==> src/rtl/ssd_bcd_scan_display.sv <==
// rtl/ssd_bcd_scan_display.sv - binary-to-BCD seven-segment scan display driver with hex mode and overflow
module ssd_bcd_scan_display #(
    parameter int BIN_W      = 8,
    parameter int NUM_DIGITS = 4,
    parameter int SCAN_DIV   = 18,
    parameter bit BLANK_LZ   = 1'b1
) (
    input  logic                  Clk,
    input  logic                  Reset,
    input  logic [BIN_W-1:0]      Value,
    input  logic                  Load,
    input  logic                  Hex_Mode,
    input  logic                  Blank,
    output logic                  Busy,
    output logic                  Done,
    output logic                  Overflow,
    output logic [NUM_DIGITS-1:0] An,
    output logic [6:0]            Seg,
    output logic                  Dp
);

    localparam int BCD_W = 4 * NUM_DIGITS;
    localparam int CNT_W = $clog2(BIN_W + 1);
    localparam int IDX_W = (NUM_DIGITS > 1) ? $clog2(NUM_DIGITS) : 1;

    typedef enum logic [1:0] {
        S_IDLE,
        S_SHIFT,
        S_FINISH
    } state_t;

    state_t                  state_q, state_d;
    logic [BIN_W-1:0]        bin_q, bin_d;
    logic [BCD_W-1:0]        bcd_q, bcd_d;
    logic [CNT_W-1:0]        bitcnt_q, bitcnt_d;
    logic                    ovfw_q, ovfw_d;
    logic                    hexw_q, hexw_d;
    logic [BCD_W-1:0]        disp_q, disp_d;
    logic                    ovf_q, ovf_d;
    logic                    hexm_q, hexm_d;
    logic [SCAN_DIV-1:0]     scan_q, scan_d;
    logic [IDX_W-1:0]        idx_q, idx_d;
    logic [NUM_DIGITS-1:0]   an_q, an_d;
    logic [6:0]              seg_q, seg_d;
    logic [BCD_W-1:0]        adj;
    logic [BCD_W-1:0]        hex_ext;
    logic [3:0]              nib;
    logic                    zero_above;

    // Hex mode shows raw nibbles; bits beyond the value width read as zero
    generate
        if (BCD_W > BIN_W) begin : g_hex_pad
            assign hex_ext = {{(BCD_W - BIN_W){1'b0}}, Value};
        end else begin : g_hex_trunc
            assign hex_ext = Value[BCD_W-1:0];
        end
    endgenerate

    function automatic logic [6:0] hex_glyph(input logic [3:0] n);
        logic [6:0] g;
        case (n)
            4'h0: g = 7'b0000001;
            4'h1: g = 7'b1001111;
            4'h2: g = 7'b0010010;
            4'h3: g = 7'b0000110;
            4'h4: g = 7'b1001100;
            4'h5: g = 7'b0100100;
            4'h6: g = 7'b0100000;
            4'h7: g = 7'b0001111;
            4'h8: g = 7'b0000000;
            4'h9: g = 7'b0000100;
            4'hA: g = 7'b0001000;
            4'hB: g = 7'b1100000;
            4'hC: g = 7'b0110001;
            4'hD: g = 7'b1000010;
            4'hE: g = 7'b0110000;
            default: g = 7'b0111000;
        endcase
        return g;
    endfunction

    // Conversion FSM: accept a load, run double-dabble, then publish to the display register
    always_comb begin
        state_d  = state_q;
        bin_d    = bin_q;
        bcd_d    = bcd_q;
        bitcnt_d = bitcnt_q;
        ovfw_d   = ovfw_q;
        hexw_d   = hexw_q;
        disp_d   = disp_q;
        ovf_d    = ovf_q;
        hexm_d   = hexm_q;
        adj      = bcd_q;
        for (int i = 0; i < NUM_DIGITS; i++) begin
            if (adj[4*i +: 4] >= 4'd5) begin
                adj[4*i +: 4] = adj[4*i +: 4] + 4'd3;
            end
        end
        case (state_q)
            S_IDLE: begin
                if (Load) begin
                    if (Hex_Mode) begin
                        bcd_d   = hex_ext;
                        ovfw_d  = 1'b0;
                        hexw_d  = 1'b1;
                        state_d = S_FINISH;
                    end else begin
                        bin_d    = Value;
                        bcd_d    = '0;
                        bitcnt_d = '0;
                        ovfw_d   = 1'b0;
                        hexw_d   = 1'b0;
                        state_d  = S_SHIFT;
                    end
                end
            end
            S_SHIFT: begin
                // A one leaving the top nibble means the value needs more digits than we have
                ovfw_d   = ovfw_q | adj[BCD_W-1];
                bcd_d    = {adj[BCD_W-2:0], bin_q[BIN_W-1]};
                bin_d    = bin_q << 1;
                bitcnt_d = bitcnt_q + 1'b1;
                if (bitcnt_q == CNT_W'(BIN_W - 1)) begin
                    state_d = S_FINISH;
                end
            end
            S_FINISH: begin
                disp_d  = bcd_q;
                ovf_d   = ovfw_q & ~hexw_q;
                hexm_d  = hexw_q;
                state_d = S_IDLE;
            end
            default: state_d = S_IDLE;
        endcase
    end

    // Scan timing: digit index advances each time the prescaler wraps
    always_comb begin
        scan_d = scan_q + 1'b1;
        idx_d  = idx_q;
        if (scan_d == '0) begin
            idx_d = (idx_q == IDX_W'(NUM_DIGITS - 1)) ? '0 : idx_q + 1'b1;
        end
    end

    // Segment/anode decode from next-cycle state so An and Seg always agree with the shown digit
    always_comb begin
        seg_d      = 7'b1111111;
        nib        = '0;
        zero_above = 1'b1;
        for (int k = NUM_DIGITS - 1; k >= 0; k--) begin
            nib        = disp_d[4*k +: 4];
            zero_above = zero_above & (nib == 4'd0);
            if (idx_d == IDX_W'(k)) begin
                if (!hexm_d && ovf_d) begin
                    seg_d = 7'b1111110;
                end else if (BLANK_LZ && !hexm_d && (k != 0) && zero_above) begin
                    seg_d = 7'b1111111;
                end else begin
                    seg_d = hex_glyph(nib);
                end
            end
        end
        an_d = Blank ? '1 : ~(NUM_DIGITS'(1) << idx_d);
    end

    // Conversion state and display register
    always_ff @(posedge Clk) begin
        if (Reset) begin
            state_q  <= S_IDLE;
            bin_q    <= '0;
            bcd_q    <= '0;
            bitcnt_q <= '0;
            ovfw_q   <= 1'b0;
            hexw_q   <= 1'b0;
            disp_q   <= '0;
            ovf_q    <= 1'b0;
            hexm_q   <= 1'b0;
        end else begin
            state_q  <= state_d;
            bin_q    <= bin_d;
            bcd_q    <= bcd_d;
            bitcnt_q <= bitcnt_d;
            ovfw_q   <= ovfw_d;
            hexw_q   <= hexw_d;
            disp_q   <= disp_d;
            ovf_q    <= ovf_d;
            hexm_q   <= hexm_d;
        end
    end

    // Scan counter and registered anode/cathode drive
    always_ff @(posedge Clk) begin
        if (Reset) begin
            scan_q <= '0;
            idx_q  <= '0;
            an_q   <= ~NUM_DIGITS'(1);
            seg_q  <= 7'b0000001;
        end else begin
            scan_q <= scan_d;
            idx_q  <= idx_d;
            an_q   <= an_d;
            seg_q  <= seg_d;
        end
    end

    assign Busy     = (state_q == S_SHIFT);
    assign Done     = (state_q == S_FINISH);
    assign Overflow = ovf_q;
    assign An       = an_q;
    assign Seg      = seg_q;
    assign Dp       = 1'b1;

endmodule

==> config.mk <==
export PLATFORM = sky130hd
export DESIGN_NAME = ssd_bcd_scan_display
export DESIGN_NICKNAME = d
export VERILOG_FILES = /design/src/rtl/ssd_bcd_scan_display.sv
export SDC_FILE = /design/constraint.sdc
export NUM_CORES = 1
export LEC_CHECK = 0
export CAP_MARGIN = 25
export CORE_MARGIN = 4
export CORE_UTILIZATION = 55
export DETAILED_ROUTE_END_ITERATION = 8
export GPL_TIMING_DRIVEN = 0
export PLACE_DENSITY_LB_ADDON = 0.25
export SLEW_MARGIN = 0
export SYNTH_ARGS = -nofsm -noshare
export SYNTH_HDL_FRONTEND = slang
export SYNTH_SLANG_ARGS = --single-unit
==> constraint.sdc <==
create_clock -name Clk -period 4.1 [get_ports Clk]
set_input_delay 0.41 -clock Clk [delete_from_list [all_inputs] [get_ports Clk]]
set_output_delay 0.41 -clock Clk [all_outputs]
set_load 0.05 [all_outputs]
=== Yosys cells after proc, flatten, opt, wreduce, memory -nomap -nowiden ===
Memory sizes are Yosys's and may differ from the RTL's.
Index checks and enable logic that the tools add are counted.

* Flip-flop bits (word level): 81
* Bits in read-only memories: 448
* Output and inout port bits: 15
* Memories: 4

{| class="wikitable"
|+ Memories
! name !! depth !! bits a word !! read ports !! clocked after memory_dff !! wr ports !! RTL line !! text
|-
| (name not given) || 16 || 7 || 1 || 0 || 0 || 61 || <nowiki>case (n)</nowiki>
|-
| (name not given) || 16 || 7 || 1 || 0 || 0 || 61 ||
|-
| (name not given) || 16 || 7 || 1 || 0 || 0 || 61 ||
|-
| (name not given) || 16 || 7 || 1 || 0 || 0 || 61 ||
|}

* Add/sub/neg operators: 7
* Magnitude comparators: 4
* Eq/ne operators: 10
* Shifts and indexed selects: 1
* Mux-type cells: 37
* Bitwise operators: 6
* Reduce and logical (&&, ||, !) cells: 17

{| class="wikitable"
|+ Operator list
! kind !! count
|-
| two-way mux 7 bit || 11
|-
| two-way mux 16 bit || 2
|-
| case mux 16 bit (2 select lines) || 1
|-
| two-way mux 4 bit || 6
|-
| two-way mux 8 bit || 3
|-
| adder 18 x 1 -> 18 bit, second input constant || 1
|-
| zero test 18 bit || 1
|-
| adder 4 x 2 -> 4 bit, second input constant || 4
|-
| >= comparator 4 x 3 -> 1 bit, second input constant || 4
|-
| case mux 8 bit (2 select lines) || 1
|-
| zero test 4 bit || 3
|-
| two-way mux 2 bit || 5
|-
| equality test 2 bit, second input constant || 4
|-
| case mux 4 bit (2 select lines) || 1
|-
| AND reduction 2 bit || 3
|-
| two-way mux 1 bit || 5
|-
| adder 4 x 1 -> 4 bit, second input constant || 1
|-
| equality test 2 x 1 -> 1 bit, second input constant || 2
|-
| equality test 4 x 3 -> 1 bit, second input constant || 1
|-
| logical AND 1 bit || 4
|-
| zero test 2 bit || 2
|-
| != test 2 bit, second input constant || 2
|-
| inverter 4 bit || 1
|-
| case mux 2 bit (2 select lines) || 1
|-
| other kinds (11) || 13
|}

=== Longest topological paths before layout ===
Gate-level depths: netlist (run 1).

* Word-level depth: 10
* Gate-level depth with buffers: 14
* Gate-level depth less buffers: 12

=== Worst setup path before layout (run 1) ===
OpenSTA, ideal clock, no wires.

* Path type: reg-to-reg
* Start point: reg state_q[0]
* End point: reg seg_q[0] (netlist: Seg[0])
* Arrival time: 3.121 ns
* Required time: 3.966 ns
* Path slack: 0.845 ns
* Cell stages (with the launch flop): 13
* Path buffers: 2
* Period minus slack after synthesis: 3.255 ns
* Cell sequence: dfxtp_1 -> nand2b_1 -> clkbuf_1 -> buf_2 -> mux2i_1 -> inv_1 -> ha_1 -> o221a_2 -> a211oi_1 -> a21boi_0 -> mux2i_1 -> a211oi_1 -> or4_1

* Longest elaborated chain between the ends: 10
* Elaborated cells between the ends (all ways): 29

{| class="wikitable"
|+ RTL lines
! what !! RTL line !! text
|-
| start, declared || 32 || <nowiki>state_t state_q, state_d;</nowiki>
|-
| start signal, assigned || 180 || <nowiki>state_q <= state_d;</nowiki>
|-
| equality test 2 bit (*) || 99 || <nowiki>case (state_q)</nowiki>
|-
| two-way mux 16 bit (*) || 99 ||
|-
| named net disp_d[8] || 38 || <nowiki>logic [BCD_W-1:0] disp_q, disp_d;</nowiki>
|-
| branches (longest 6 deep; another with memory (16 x 7 bit)) || -- ||
|-
| two-way mux 7 bit (*) (2 in a row) || 154 || <nowiki>if (idx_d == IDX_W'(k)) begin</nowiki>
|-
| end signal, assigned || 203 || <nowiki>seg_q <= seg_d;</nowiki>
|-
| end, declared || 44 || <nowiki>logic [6:0] seg_q, seg_d;</nowiki>
|}

Mark *: on every way through the listed nets, which the timed path passes.
A chain may end at the register's enable or synchronous reset.

=== Worst setup path after layout (run 1) ===
Ends and elaborated chain as after synthesis.

==> results of run 1 <==
-- routing by layer --
| layer | up-vias | track usage | wire, um |
|---|---|---|---|
| li1 | 2429 | - | - |
| met4 | 0 | 0.0805 | 232 |
| met1 | 2295 | 0.306 | 6040 |
| met2 | 157 | 0.391 | 6090 |
| met5 | - | 0 | 0 |
| met3 | 19 | 0.0267 | 617 |
-- repair_timing --
item | in CTS | in global routing
gates resized for setup | 0 | 2
endpoints found under the setup margin | 0 | 4
hold buffers | 0 | 0
-- metrics by stage --
step / setup slack, ns / utilization
finish: 0.260 / 0.636
global route: 0.0552 / 0.636
CTS: 0.149 / 0.635
detailed placement: 0.216 / 0.614
global placement: 0.322 / 0.614
floorplan: 0.845 / -
-- power groups by stage --
stage / registers, mW / clock network [mW] / logic, mW
finish: 0.845 / 0.595 / 0.365
global route: 0.850 / 0.634 / 0.400
CTS: 0.845 / 0.605 / 0.362
detailed placement: 0.864 / 0 / 0.358
global placement: 0.861 / 0 / 0.352
floorplan: 0.883 / 0 / 0.237
-- layout by cell type (no fill, tap or decap), types with 7 or more instances in the layout --
cell              n
dfxtp_1          81
a211oi_1         15
nor3_1           22
nand3_1          17
xor2_1            8
nand2b_1         10
xnor2_1          18
ha_1             36
mux2i_1          28
nor2b_1           7
clkdlybuf4s50_1  26
clkbuf_1         28
buf_2             7
clkbuf_8         10
a311oi_1         19
a21oi_1          34
inv_1            29
o21ai_0          37
nand2_1          61
nor2_1           94
nor3b_1           7
-- cell type report --
cell class	count	area, um^2	area share
clock inverter	5	55.1	0.00932
timing repair buffer	26	260	0.0441
inverter	29	109	0.0184
buffer	38	156	0.0265
clock buffer	11	141	0.0239
multi-input combinational	510	3400	0.576
tap	129	161	0.0273
sequential	81	1620	0.275
-- cell families (layout without fill, tap and decap cells) --
family,after synthesis,count (layout),share of synthesized area
fa+ha+maj,36,36,0.0853
buf+inv,67,109,0.0502
compound gates,153,153,0.197
simple gates,258,258,0.243
flops,81,81,0.307
mux,36,36,0.0739
xor+xnor,26,26,0.0431
other cells,1,1,0.000710
-- path summary, 6_finish.rpt --
kind | start | end | slack, ns
max | state_q[0] | Seg[0] | 0.26
min | bin_q[2] | bin_q[3] | 0.48
max reg2reg | state_q[0] | Seg[0] | 0.26
min reg2reg | bin_q[2] | bin_q[3] | 0.48
-- flip-flops by register name, indices dropped and copies added, names as in the netlist, 2 cells and up --
name	count
An	4
Seg	7
bcd_q	16
bin_q	8
bitcnt_q	4
disp_q	16
idx_q	2
scan_q	18
state_q	2
-- critical path, delay by kind of cell (launching register included) --
family	cells	cell delay [ns]
compound gates	4	0.86
flops	1	0.33
fa+ha+maj	1	0.28
simple gates	2	0.63
buf+inv	3	0.87
mux	2	0.73
==> impl_metrics.csv, run 1 <==
group,metric,value,unit
run_status,status,"finished clean",
cts,cts_root_buffer,"clkbuf_8",
sta,finalHoldViolCount,0,
power,finalPower,1.81,mW
critical_path,path_class,"flop to flop",
synth,netlist_area,5280,um^2
critical_path,crit_slowest_cell,"mux2i_1",
sta,final.setup.tns,0,ns
placement,dpl-instance-area,5700,um^2
detailed_routing,drc_errors,0,
layout,num-nets-final,744,
cts,path_clk_slew,0.08,ns
placement,dpl.hpwl,9.85,mm
power,clockPowerShare,0.330,
synth,yosysSeqAreaShare,0.307,
critical_path,critPathMaxFanout,10,
placement,io_buffers,26,
power,seqPwrFrac,0.468,
synth,synth_most_common_cell,"nor2_1",
cts,worstSkewPairLatency,0.36,ns
critical_path,critical_path.max_stage_delay,0.53,ns
floorplan,start_util,0.569,
detailed_routing,dr.first_iter.drc_count,313,
sta,relSlewSlack,0.480,
cts,cts_buffers,9,
power,power.leakage,2.31,nW
detailed_routing,wl_per_cell,15.7,um
critical_path,worstPathRequired,4.34,ns
global_route,gr-total-overflow,0,
power,powerDensity,306,nW/um^2
sta,skew,0.00723,ns
sta,hold_slack,0.482,ns
synth,yosysUniqueCellTypes,72,
sta,slew_violations,0,
synth,postSynthCellCount,658,
sta,rsz0062_at_grt,"no",
layout,antennaDiodeCount,0,
synth,syn_avg_cell_area,8.03,um^2
global_route,grt_max_degree,14,
cts,cts_htree_levels,3,
detailed_routing,antenna_left,0,
layout,drive_gt1_frac,0.0771,
global_route,grt_pass1_vias,4522,
power,vdd_drop_max,211,uV
layout,final_cells,829,
sta,timing.final.crit_share,0.937,
cts,cts_tree,"done",
synth,synth_top_area_frac,0.307,
cts,post_cts_buffers,0,
floorplan,io_pins,28,
synth,synth_area_leaders,"dfxtp_1, ha_1, nor2_1",
layout,nFillCells,861,
synth,synth_fp_nets,707,
power,p_switching,0.554,mW
power,p_int,1.25,mW
detailed_routing,drtPass1Iterations,5,
synth,yosysTopAreaCell,"dfxtp_1",
cts,cts.sinks,81,
global_route,grt_pass1_wl,21.3,mm
sta,final.min_clock_period,3.84,ns
power,swShare,0.307,
critical_path,cp-start-kind,"flop",
floorplan,num_rows,35,
placement,placedCellCount,813,
synth,synth-async-reset-ratio,0,
detailed_routing,vias_per_cell,5.91,
worst_hold_path,hold_class,"flop to flop",
layout,areaGrowthSynthToFinish,11.8,%
sta,setup_viol,0,
floorplan,core_area,9280,um^2
sta,clock.fmax,0.260,GHz
synth,ys.flop_type,"dfxtp_1",
detailed_routing,routed_wl,13.0,mm
critical_path,endpoint_kind,"flop",
synth,ys_warn_count,0,
floorplan,dieArea,11200,um^2
synth,synth_commonest_cells,"nor2_1, dfxtp_1, nand2_1, o21ai_0, ha_1",
critical_path,crit_arrival,4.08,ns
critical_path,r2r_cells,12,
detailed_routing,vias,4900,
synth,ys_ff_latch,81,
run,cap_violations,0,
cts,clock_path_buffers,2,
global_route,grt_use_total,0.231,
sta,worstMarginPinSlew,0.760,ns
power,pwr-share-comb,0.202,
critical_path,crit_chain,"nand2b_1 > clkbuf_1 > buf_2 > mux2i_1 > inv_1 > ha_1 > o221a_2 > a211oi_1 > a21boi_0 > mux2i_1 > a211oi_1 > or4_1",
worst_hold_path,min_path_cells,2,
synth,synth_edf_count,0,
layout,postLayoutCellArea,5910,um^2
placement,globalplace.congestion,0.905,
floorplan,die_w,106,um
floorplan,die_h,106,um
global_route,grt_antenna_before_repair,0,
Note: power is estimated with default switching activity, not from simulation.
==> inputs of run 2 (changes only) <==
- HOLD_SLACK_MARGIN: not set -> 0.03
- SETUP_SLACK_MARGIN: not set -> 0.02
==> results of run 2 <==
Final layout, timing and power as in run 1 (identical DEF).
==> inputs of run 3 (changes only) <==
- CAP_MARGIN: 25 -> 30
==> results of run 3 <==
Final layout, timing and power as in run 1 (identical DEF).
